$ cat src/rtl/tx_pdu_scheduler.sv
// Shares one TX PDU/CRC generator among N_REQ requesters: round-robin pick, config latch, restart, end/timeout wait, inter-frame gap.
// Latency: request sampled in IDLE -> req_ready +2 cycles -> gen_restart +3 cycles; done_valid in the same cycle as gen_event_end/timeout.
// Backpressure: requesters hold req_valid and data until their one-hot req_ready; no arbitration while busy or while enable is low.
module tx_pdu_scheduler #(
    parameter int N_REQ          = 2,
    parameter int PDU_TYPE_W     = 2,
    parameter int IFS_CYCLES     = 150,
    parameter int TIMEOUT_CYCLES = 4096
) (
    input  logic                          aclk,
    input  logic                          areset,
    input  logic                          enable,
    input  logic [N_REQ-1:0]              req_valid,
    output logic [N_REQ-1:0]              req_ready,
    input  logic [N_REQ*PDU_TYPE_W-1:0]   req_pdu_type,
    input  logic [N_REQ*24-1:0]           req_crc_init,
    input  logic [N_REQ*24-1:0]           req_packet_hdr,
    output logic                          gen_restart,
    output logic [PDU_TYPE_W-1:0]         gen_pdu_type,
    output logic [23:0]                   gen_crc_init,
    output logic [23:0]                   gen_packet_hdr,
    input  logic                          gen_event_payload,
    input  logic                          gen_event_end,
    output logic [N_REQ-1:0]              payload_grant,
    output logic                          busy,
    output logic                          done_valid,
    output logic [$clog2(N_REQ)-1:0]      done_id,
    output logic [1:0]                    done_status
);

    localparam int IDX_W = $clog2(N_REQ);
    localparam int TO_W  = (TIMEOUT_CYCLES > 2) ? $clog2(TIMEOUT_CYCLES) : 1;
    localparam int IFS_W = (IFS_CYCLES > 2) ? $clog2(IFS_CYCLES) : 1;

    localparam logic [TO_W-1:0]  TO_LAST  = TO_W'(TIMEOUT_CYCLES - 1);
    localparam logic [IFS_W-1:0] IFS_LAST = IFS_W'((IFS_CYCLES > 0) ? IFS_CYCLES - 1 : 0);

    localparam logic [2:0] S_IDLE   = 3'd0;
    localparam logic [2:0] S_ARB    = 3'd1;
    localparam logic [2:0] S_LOAD   = 3'd2;
    localparam logic [2:0] S_START  = 3'd3;
    localparam logic [2:0] S_ACTIVE = 3'd4;
    localparam logic [2:0] S_IFS    = 3'd5;

    // Generator configuration captured from the granted requester.
    typedef struct packed {
        logic [PDU_TYPE_W-1:0] pdu_type;
        logic [23:0]           crc_init;
        logic [23:0]           packet_hdr;
    } cfg_t;

    logic [2:0]       state;
    logic [2:0]       state_nxt;
    logic [IDX_W-1:0] grant_idx;
    logic [IDX_W-1:0] rr_ptr;
    cfg_t             cfg_q;
    logic             seen_payload;
    logic [TO_W-1:0]  to_cnt;
    logic [IFS_W-1:0] ifs_cnt;

    logic             arb_found;
    logic [IDX_W-1:0] arb_idx;
    logic [N_REQ-1:0] grant_onehot;
    logic             in_active;
    logic             to_hit;
    logic             pkt_fin;

    assign grant_onehot = {{(N_REQ-1){1'b0}}, 1'b1} << grant_idx;
    assign in_active    = (state == S_ACTIVE);
    assign to_hit       = (to_cnt == TO_LAST);
    // End-of-packet wins over a coincident timeout; only the status bit differs.
    assign pkt_fin      = in_active & (gen_event_end | to_hit);

    // Round-robin pick: lowest offset from the pointer wins, so scan offsets high to low.
    always_comb begin
        arb_found = 1'b0;
        arb_idx   = '0;
        for (int k = N_REQ - 1; k >= 0; k--) begin
            if (req_valid[(int'(rr_ptr) + k) % N_REQ]) begin
                arb_found = 1'b1;
                arb_idx   = IDX_W'((int'(rr_ptr) + k) % N_REQ);
            end
        end
    end

    // Next-state selection for the packet sequencer.
    always_comb begin
        state_nxt = state;
        case (state)
            S_IDLE:   if (enable && (|req_valid)) state_nxt = S_ARB;
            S_ARB:    state_nxt = arb_found ? S_LOAD : S_IDLE;
            S_LOAD:   state_nxt = S_START;
            S_START:  state_nxt = S_ACTIVE;
            S_ACTIVE: if (pkt_fin) state_nxt = (IFS_CYCLES == 0) ? S_IDLE : S_IFS;
            S_IFS:    if (ifs_cnt == '0) state_nxt = S_IDLE;
            default:  state_nxt = S_IDLE;
        endcase
    end

    // State register plus grant, config, pointer and counter updates per state.
    always_ff @(posedge aclk or posedge areset) begin
        if (areset) begin
            state         <= S_IDLE;
            grant_idx     <= '0;
            rr_ptr        <= '0;
            cfg_q         <= '0;
            payload_grant <= '0;
            seen_payload  <= 1'b0;
            to_cnt        <= '0;
            ifs_cnt       <= '0;
        end else begin
            state <= state_nxt;
            case (state)
                S_ARB: begin
                    if (arb_found) grant_idx <= arb_idx;
                end
                S_LOAD: begin
                    cfg_q.pdu_type   <= req_pdu_type[grant_idx*PDU_TYPE_W +: PDU_TYPE_W];
                    cfg_q.crc_init   <= req_crc_init[grant_idx*24 +: 24];
                    cfg_q.packet_hdr <= req_packet_hdr[grant_idx*24 +: 24];
                    payload_grant    <= grant_onehot;
                    if (grant_idx == IDX_W'(N_REQ - 1)) rr_ptr <= '0;
                    else                                 rr_ptr <= grant_idx + 1'b1;
                end
                S_START: begin
                    to_cnt       <= '0;
                    seen_payload <= 1'b0;
                end
                S_ACTIVE: begin
                    to_cnt <= to_cnt + 1'b1;
                    if (gen_event_payload) seen_payload <= 1'b1;
                    if (pkt_fin) begin
                        payload_grant <= '0;
                        ifs_cnt       <= IFS_LAST;
                    end
                end
                S_IFS: begin
                    if (ifs_cnt != '0) ifs_cnt <= ifs_cnt - 1'b1;
                end
                default: ;
            endcase
        end
    end

    // Handshake, restart and completion outputs decoded from state; completion includes the same-cycle events.
    always_comb begin
        req_ready   = (state == S_LOAD) ? grant_onehot : '0;
        gen_restart = (state == S_START);
        busy        = (state != S_IDLE);
        done_valid  = pkt_fin;
        done_id     = pkt_fin ? grant_idx : '0;
        done_status = pkt_fin ? {seen_payload | gen_event_payload, ~gen_event_end} : 2'b00;
    end

    assign gen_pdu_type   = cfg_q.pdu_type;
    assign gen_crc_init   = cfg_q.crc_init;
    assign gen_packet_hdr = cfg_q.packet_hdr;

endmodule

$ cat config.mk
export PLATFORM = sky130hd
export DESIGN_NAME = tx_pdu_scheduler
export DESIGN_NICKNAME = d
export VERILOG_FILES = /design/src/rtl/tx_pdu_scheduler.sv
export SDC_FILE = /design/constraint.sdc
export NUM_CORES = 1
export LEC_CHECK = 0
export ABC_AREA = 0
export CAP_MARGIN = 5
export CORE_MARGIN = 4
export CORE_UTILIZATION = 25
export CTS_BUF_LIST = sky130_fd_sc_hd__clkbuf_4 sky130_fd_sc_hd__clkbuf_8
export DETAILED_ROUTE_END_ITERATION = 6
export GPL_TIMING_DRIVEN = 0
export SETUP_SLACK_MARGIN = 0.02
export SLEW_MARGIN = 20
export SYNTH_ARGS = -nofsm -noshare
export SYNTH_HDL_FRONTEND = slang
export SYNTH_SLANG_ARGS = --single-unit
$ cat constraint.sdc
create_clock -name aclk -period 3.35 [get_ports aclk]
set_clock_uncertainty 0.2 [all_clocks]
set_input_delay 0.5025 -clock aclk [delete_from_list [all_inputs] [get_ports aclk]]
set_output_delay 0.5025 -clock aclk [all_outputs]
set_load 0.01 [all_outputs]
==> impl_metrics.csv, run 1 <==
group,metric,value,unit
outcome,status,"finished clean",
setup_path,cp_slowest_cell,"clkdlybuf4s50_1",
setup_path,crit_fanout,7,
finish,antenna_cells,0,
setup_path,required,2650,ps
logic_synthesis,synth_edf_count,0,
placed_design,place_ws,495,ps
global_routing,grt_pass1_vias,3754,
die,rows,44,
clock_tree,holdBufCountCts,0,
drt,wl_per_cell,15.4,um
drt,wl,11500,um
placed_design,portBuffers,166,
min_path,hp-class,"input port to asynchronous set/reset pin",
die,start_util,25.9,%
clock_tree,cts_tree,"yes",
die,io_pins,167,
logic_synthesis,synth-seq-cells,78,
sta,drv_slew,0,
drt,dr.pass1.iters,4,
finish,layout_common_cells,"clkdlybuf4s50_1, dfrtp_1, nor2_1",
sta,period_share,93.9,%
sta,min_period,3150,ps
drt,via_per_inst,4.68,
global_routing,grtUsageMet3,5.96,%
global_routing,overflow,0,
logic_synthesis,synthCells,378,
drt,drtIter0Drc,182,
finish,fin_area,5960,um2
setup_path,cp-end-kind,"output pin",
logic_synthesis,syn-num-nets,488,
clock_tree,clk_pin_slew,80,ps
sta,relSlewSlack,50.2,%
logic_synthesis,synthDominantCellAreaShare,51.2,%
sta,setup_viol,0,
sta,rsz0062_at_grt,"no",
setup_path,criticalPathCategory,"flip-flop to output pin",
drt,ant_nets,0,
global_routing,track_usage,13.6,%
placed_design,gp_congestion,0.771,
finish,nNetsFinal,668,
logic_synthesis,synth_top_cell_by_area,"dfrtp_1",
drt,dr_total_vias,3494,
power_and_ir_drop,ir_drop,0.359,mV
sta,fin_ws,204,ps
clock_tree,cts.sinks,78,
die,dieArea,17300,um2
drt,drc,0,
power_and_ir_drop,total_power,0.00463,W
logic_synthesis,synth_area_leaders,"dfrtp_1, mux2i_1, a21oi_1",
die,die_x,132,um
clock_tree,htreeDepth,3,
global_routing,grtUsageMet1,15.4,%
setup_path,worst-endpoint-arrival,2440,ps
logic_synthesis,synthFlopType,"dfrtp_1",
setup_path,max_stage_delay,570,ps
power_and_ir_drop,power_density,777,nW/um2
clock_tree,worstSkewPairLatency,360,ps
logic_synthesis,synth_cell_type_count,47,
sta,finalHoldViolCount,0,
placed_design,dp_hpwl,8900,um
finish,layout_commonest_cell,"clkdlybuf4s50_1",
clock_tree,cts_made_buffers,9,
setup_path,worstSetupStartpointType,"flip-flop",
global_routing,gr-max-usage-layer,"met2",
finish,stdcell_count,746,
clock_tree,root_buffer,"clkbuf_8",
logic_synthesis,syn_area,3810,um2
logic_synthesis,synthArstFlopShare,100,%
placed_design,dp.cells,729,
finish,syn_to_final_growth,56.2,%
logic_synthesis,seq_area_frac_synth,51.2,%
sta,fin_tns_setup,0,ps
global_routing,grt_pass1_wl,19200,um
die,core_area,14800,um2
flow_run,maxCapViolCount,0,
sta,worst_pin_slew,747,ps
clock_tree,clockBufferDepth,2,
global_routing,grt_antenna_before_repair,0,
finish,layout-drive-gt1-share,8.19,%
sta,max_freq,318,MHz
logic_synthesis,postSynthAreaPerCell,10.1,um2
global_routing,gr-usage-met2,23.2,%
global_routing,grt_max_degree,55,
setup_path,crit_chain,"ha_1 > and3_2 > a41oi_2 > nor2_4 > and2_1 > clkdlybuf4s50_1",
power_and_ir_drop,leakage,2.50,nW
logic_synthesis,ys_warn_count,0,
placed_design,placed_cell_area,5740,um2
die,dieHeight,132,um
==> power breakdown <==
group          total, W  switching (W)  leakage, nW  internal [W]
sequential      0.00159       0.000257        0.888       0.00133
clock          0.000737       0.000338        0.104      0.000400
combinational   0.00231        0.00112         1.51       0.00119
total           0.00463        0.00171         2.50       0.00292
==> synthesized netlist by cell type (4+ instances only) <==
cell and number:
buf_2 14, a21oi_1 55, and2_1 5, clkbuf_1 8
and3_1 4, nor2_1 62, nand2_1 12, nand4_1 5
inv_1 8, o31ai_1 4, nor3_1 5, o21ai_0 14
nand3_1 7, dfrtp_1 78, mux2i_1 51
==> stage by stage <==
step	util (%)	hold WS, ps
6_report	40.4	274
5_1_grt	40.4	275
4_1_cts	40.3	260
3_5_place_dp	38.9	284
3_3_place_gp	38.7	264
2_1_floorplan	-	243
==> critical path: cells and delay by family (launching register included) <==
kind                     cells  cell delay [ps]
buffers and inverters        1              570
AND/OR/NAND/NOR              3              680
AO/OA/AOI/OAI                1              180
flip-flops                   1              410
adder cells (fa/ha/maj)      1              230
==> final timing paths <==
| check | start | to | slack [ps] | cells past startpoint |
|---|---|---|---|---|
| max in group asynchronous | areset | to_cnt[0] | 2090 | 3 |
| setup reg to reg | ifs_cnt[0] | ifs_cnt[0] | 1310 | 6 |
| hold / removal | areset | gen_crc_init[2] | 270 | 2 |
| setup / recovery | to_cnt[0] | done_id | 200 | 6 |
| min in group aclk | to_cnt[5] | to_cnt[5] | 300 | 1 |
| hold reg to reg | to_cnt[5] | to_cnt[5] | 300 | 1 |
==> registers in the layout, indices dropped and copies added, names as in the netlist <==
| name | flops |
|---|---|
| gen_packet_hdr | 24 |
| payload_grant | 2 |
| grant_idx | 1 |
| gen_crc_init | 24 |
| rr_ptr | 1 |
| seen_payload | 1 |
| to_cnt | 12 |
| ifs_cnt | 8 |
| gen_pdu_type | 2 |
| state | 3 |
==> metal layers <==
layer | wire, um | part of all wire [%] | up-vias
met2 | 5580 | 49 | 139
li1 | - | - | 1694
met1 | 4800 | 42 | 1648
met3 | 916 | 8.0 | 13
met5 | 0 | 0 | -
met4 | 186 | 1.6 | 0
==> logic make-up (layout without fill, tap and decap cells) <==
kind of cell               Yosys count  after routing  synth area share (%)
DFF                                 78             78                  51.2
buffers and inverters               33            217                  3.84
AOI/OAI and AO/OA                   95             95                  15.0
adders and majority gates            3              3                 0.984
xor gates and xnor gates             1              1                 0.230
muxes                               52             52                  13.7
and+or+nand+nor                    116            116                  15.2
==> what timing repair did <==
action                                  4_1_cts  5_1_grt
setup buffers                                 0        2
gates resized for setup                       0        1
endpoints found under the setup margin        0        2
==> final cells by class <==
cell class / instances / area [um2]
buffer: 25 / 116
clock buffer: 12 / 165
clock inverter: 3 / 42.5
fill: 1465 / 8790
inverter: 8 / 32.5
multi-input combinational: 267 / 1720
sequential: 78 / 1950
tap: 184 / 230
timing repair buffer: 169 / 1700
(Power assumes the default switching activity.)
==> run 2: changes to the inputs <==
--- a/config.mk
+++ b/config.mk
@@ -12,6 +12,7 @@
 export CTS_BUF_LIST = sky130_fd_sc_hd__clkbuf_4 sky130_fd_sc_hd__clkbuf_8
 export DETAILED_ROUTE_END_ITERATION = 6
 export GPL_TIMING_DRIVEN = 0
+export PLACE_DENSITY = 0.59
 export SETUP_SLACK_MARGIN = 0.02
 export SLEW_MARGIN = 20
 export SYNTH_ARGS = -nofsm -noshare
==> run 2 against run 1 <==
Net effect: global-route usage fell by 0.13 points; power is 1.6% lower; setup slack worse by 31 ps; final cell count down 0.13%; via count decreased by 0.52%; core utilization shrank 0.26 points.
==> impl_metrics.csv, run 2 (synthesis gave the netlist of run 1 again) <==
group,metric,value,unit
setup_path,cpMostUsedCell,"buf_2",
placed_design,portBuffers,166,
finish,syn_to_final_growth,55.2,%
finish,antenna_cells,0,
die,core_area,14800,um2
finish,fillerInstances,1423,
global_routing,grt_antenna_before_repair,0,
drt,wl_per_cell,15.5,um
sta,rsz0062_at_grt,"no",
finish,final_util,40.1,%
clock_tree,post_cts_buffers,0,
clock_tree,clk_pin_slew,80,ps
global_routing,grt_pass1_wl,19000,um
setup_path,criticalPathCategory,"flip-flop to output pin",
setup_path,required,2650,ps
finish,nNetsFinal,666,
clock_tree,worstSkewPairLatency,360,ps
die,dieArea,17300,um2
finish,layout_common_cells,"clkdlybuf4s50_1, dfrtp_1, nor2_1",
sta,holdWs,270,ps
finish,layout_commonest_cell,"clkdlybuf4s50_1",
power_and_ir_drop,total_power,0.00456,W
setup_path,worst-endpoint-arrival,2470,ps
placed_design,gp_congestion,0.794,
placed_design,dp_hpwl,8810,um
placed_design,dp.cells,729,
global_routing,grt_max_degree,54,
clock_tree,cts.sinks,78,
sta,finalHoldViolCount,0,
power_and_ir_drop,power_density,770,nW/um2
finish,layout-drive-gt1-share,7.84,%
global_routing,overflow,0,
drt,dr_total_vias,3476,
die,dieHeight,132,um
global_routing,grt_pass1_vias,3649,
sta,period_share,94.8,%
clock_tree,root_buffer,"clkbuf_8",
sta,drv_slew,0,
setup_path,max_stage_delay,560,ps
die,die_x,132,um
power_and_ir_drop,ir_drop,0.266,mV
setup_path,worstSetupStartpointType,"flip-flop",
sta,min_period,3180,ps
sta,setup_viol,0,
clock_tree,cts_made_buffers,9,
drt,dr.pass1.iters,4,
clock_tree,holdBufCountCts,0,
power_and_ir_drop,leakage,2.47,nW
global_routing,track_usage,13.4,%
drt,via_per_inst,4.67,
drt,drtIter0Drc,229,
sta,worst_pin_slew,796,ps
clock_tree,htreeDepth,3,
clock_tree,clockBufferDepth,2,
finish,stdcell_count,745,
outcome,status,"finished clean",
setup_path,crit_chain,"buf_2 > or3b_1 > buf_2 > nor2_4 > and2_1 > clkdlybuf4s50_1",
die,io_pins,167,
sta,max_freq,315,MHz
flow_run,maxCapViolCount,0,
clock_tree,cts_tree,"yes",
drt,wl,11500,um
die,start_util,25.9,%
sta,relSlewSlack,46.9,%
clock_tree,cts_resized,0,
drt,ant_nets,0,
drt,drc,0,
setup_path,cp-end-kind,"output pin",
min_path,hp-class,"input port to asynchronous set/reset pin",
die,rows,44,
setup_path,cp_slowest_cell,"clkdlybuf4s50_1",
setup_path,crit_fanout,10,
run 2: changes by cell type in the layout (fill, tap and decap cells not counted), sizes merged:
cell,before,now
buf,19,17
bufinv,1,0
clkinv,1,2
clkinvlp,1,2
run 2: cell type report:
type,instances,area (um2),share of cell area (%)
well taps,184,230,3.89
clock buffers,12,153,2.58
multi-input cells,267,1720,29.0
repair buffers,167,1690,28.5
inverters,8,32.5,0.549
flip-flops and latches,78,1950,33.0
clock inverters,4,32.5,0.549
plain buffers,25,116,1.96
run 2: final timing paths:
| check | startpoint | to | slack (ps) | cells after the start |
|---|---|---|---|---|
| min in group aclk | to_cnt[5] | to_cnt[5] | 290 | 1 |
| max in group asynchronous | areset | gen_crc_init[22] | 2110 | 3 |
| max reg2reg | ifs_cnt[0] | ifs_cnt[0] | 1320 | 6 |
| max | state[1] | done_id | 170 | 6 |
| min reg2reg | to_cnt[5] | to_cnt[5] | 290 | 1 |
| min | areset | gen_packet_hdr[17] | 270 | 2 |
run 2: layer usage:
layer / share of wire, % / vias up / GRT usage, % / routed length (um)
met4: 2.4 / 0 / 5.60 / 271
met1: 43 / 1629 / 16.2 / 4970
met2: 48 / 131 / 22.3 / 5550
met5: 0 / - / 0 / 0
met3: 6.4 / 20 / 4.05 / 734
li1: - / 1696 / - / -
run 2: metrics by stage:
step | setup WS, ps | area, um2 | setup TNS, ps
floorplan | 652 | 3810 | 0
global placement | -693 | 5710 | -53850
detailed placement | 496 | 5740 | 0
CTS | 128 | 5920 | 0
global route | 38.9 | 5920 | 0
finish | 173 | 5920 | 0
run 2: critical path: cells and delay by family, from the launching register on:
kind,cells,cell delay [ps]
DFF,1,380
and+or+nand+nor,3,810
buffers and inverters,3,920
run 2: where the power goes:
| group | leakage (nW) | internal, W | switching [W] |
|---|---|---|---|
| clock network | 0.0896 | 0.000309 | 0.000356 |
| logic | 1.50 | 0.00118 | 0.00112 |
| registers | 0.888 | 0.00133 | 0.000260 |
| total | 2.47 | 0.00282 | 0.00174 |
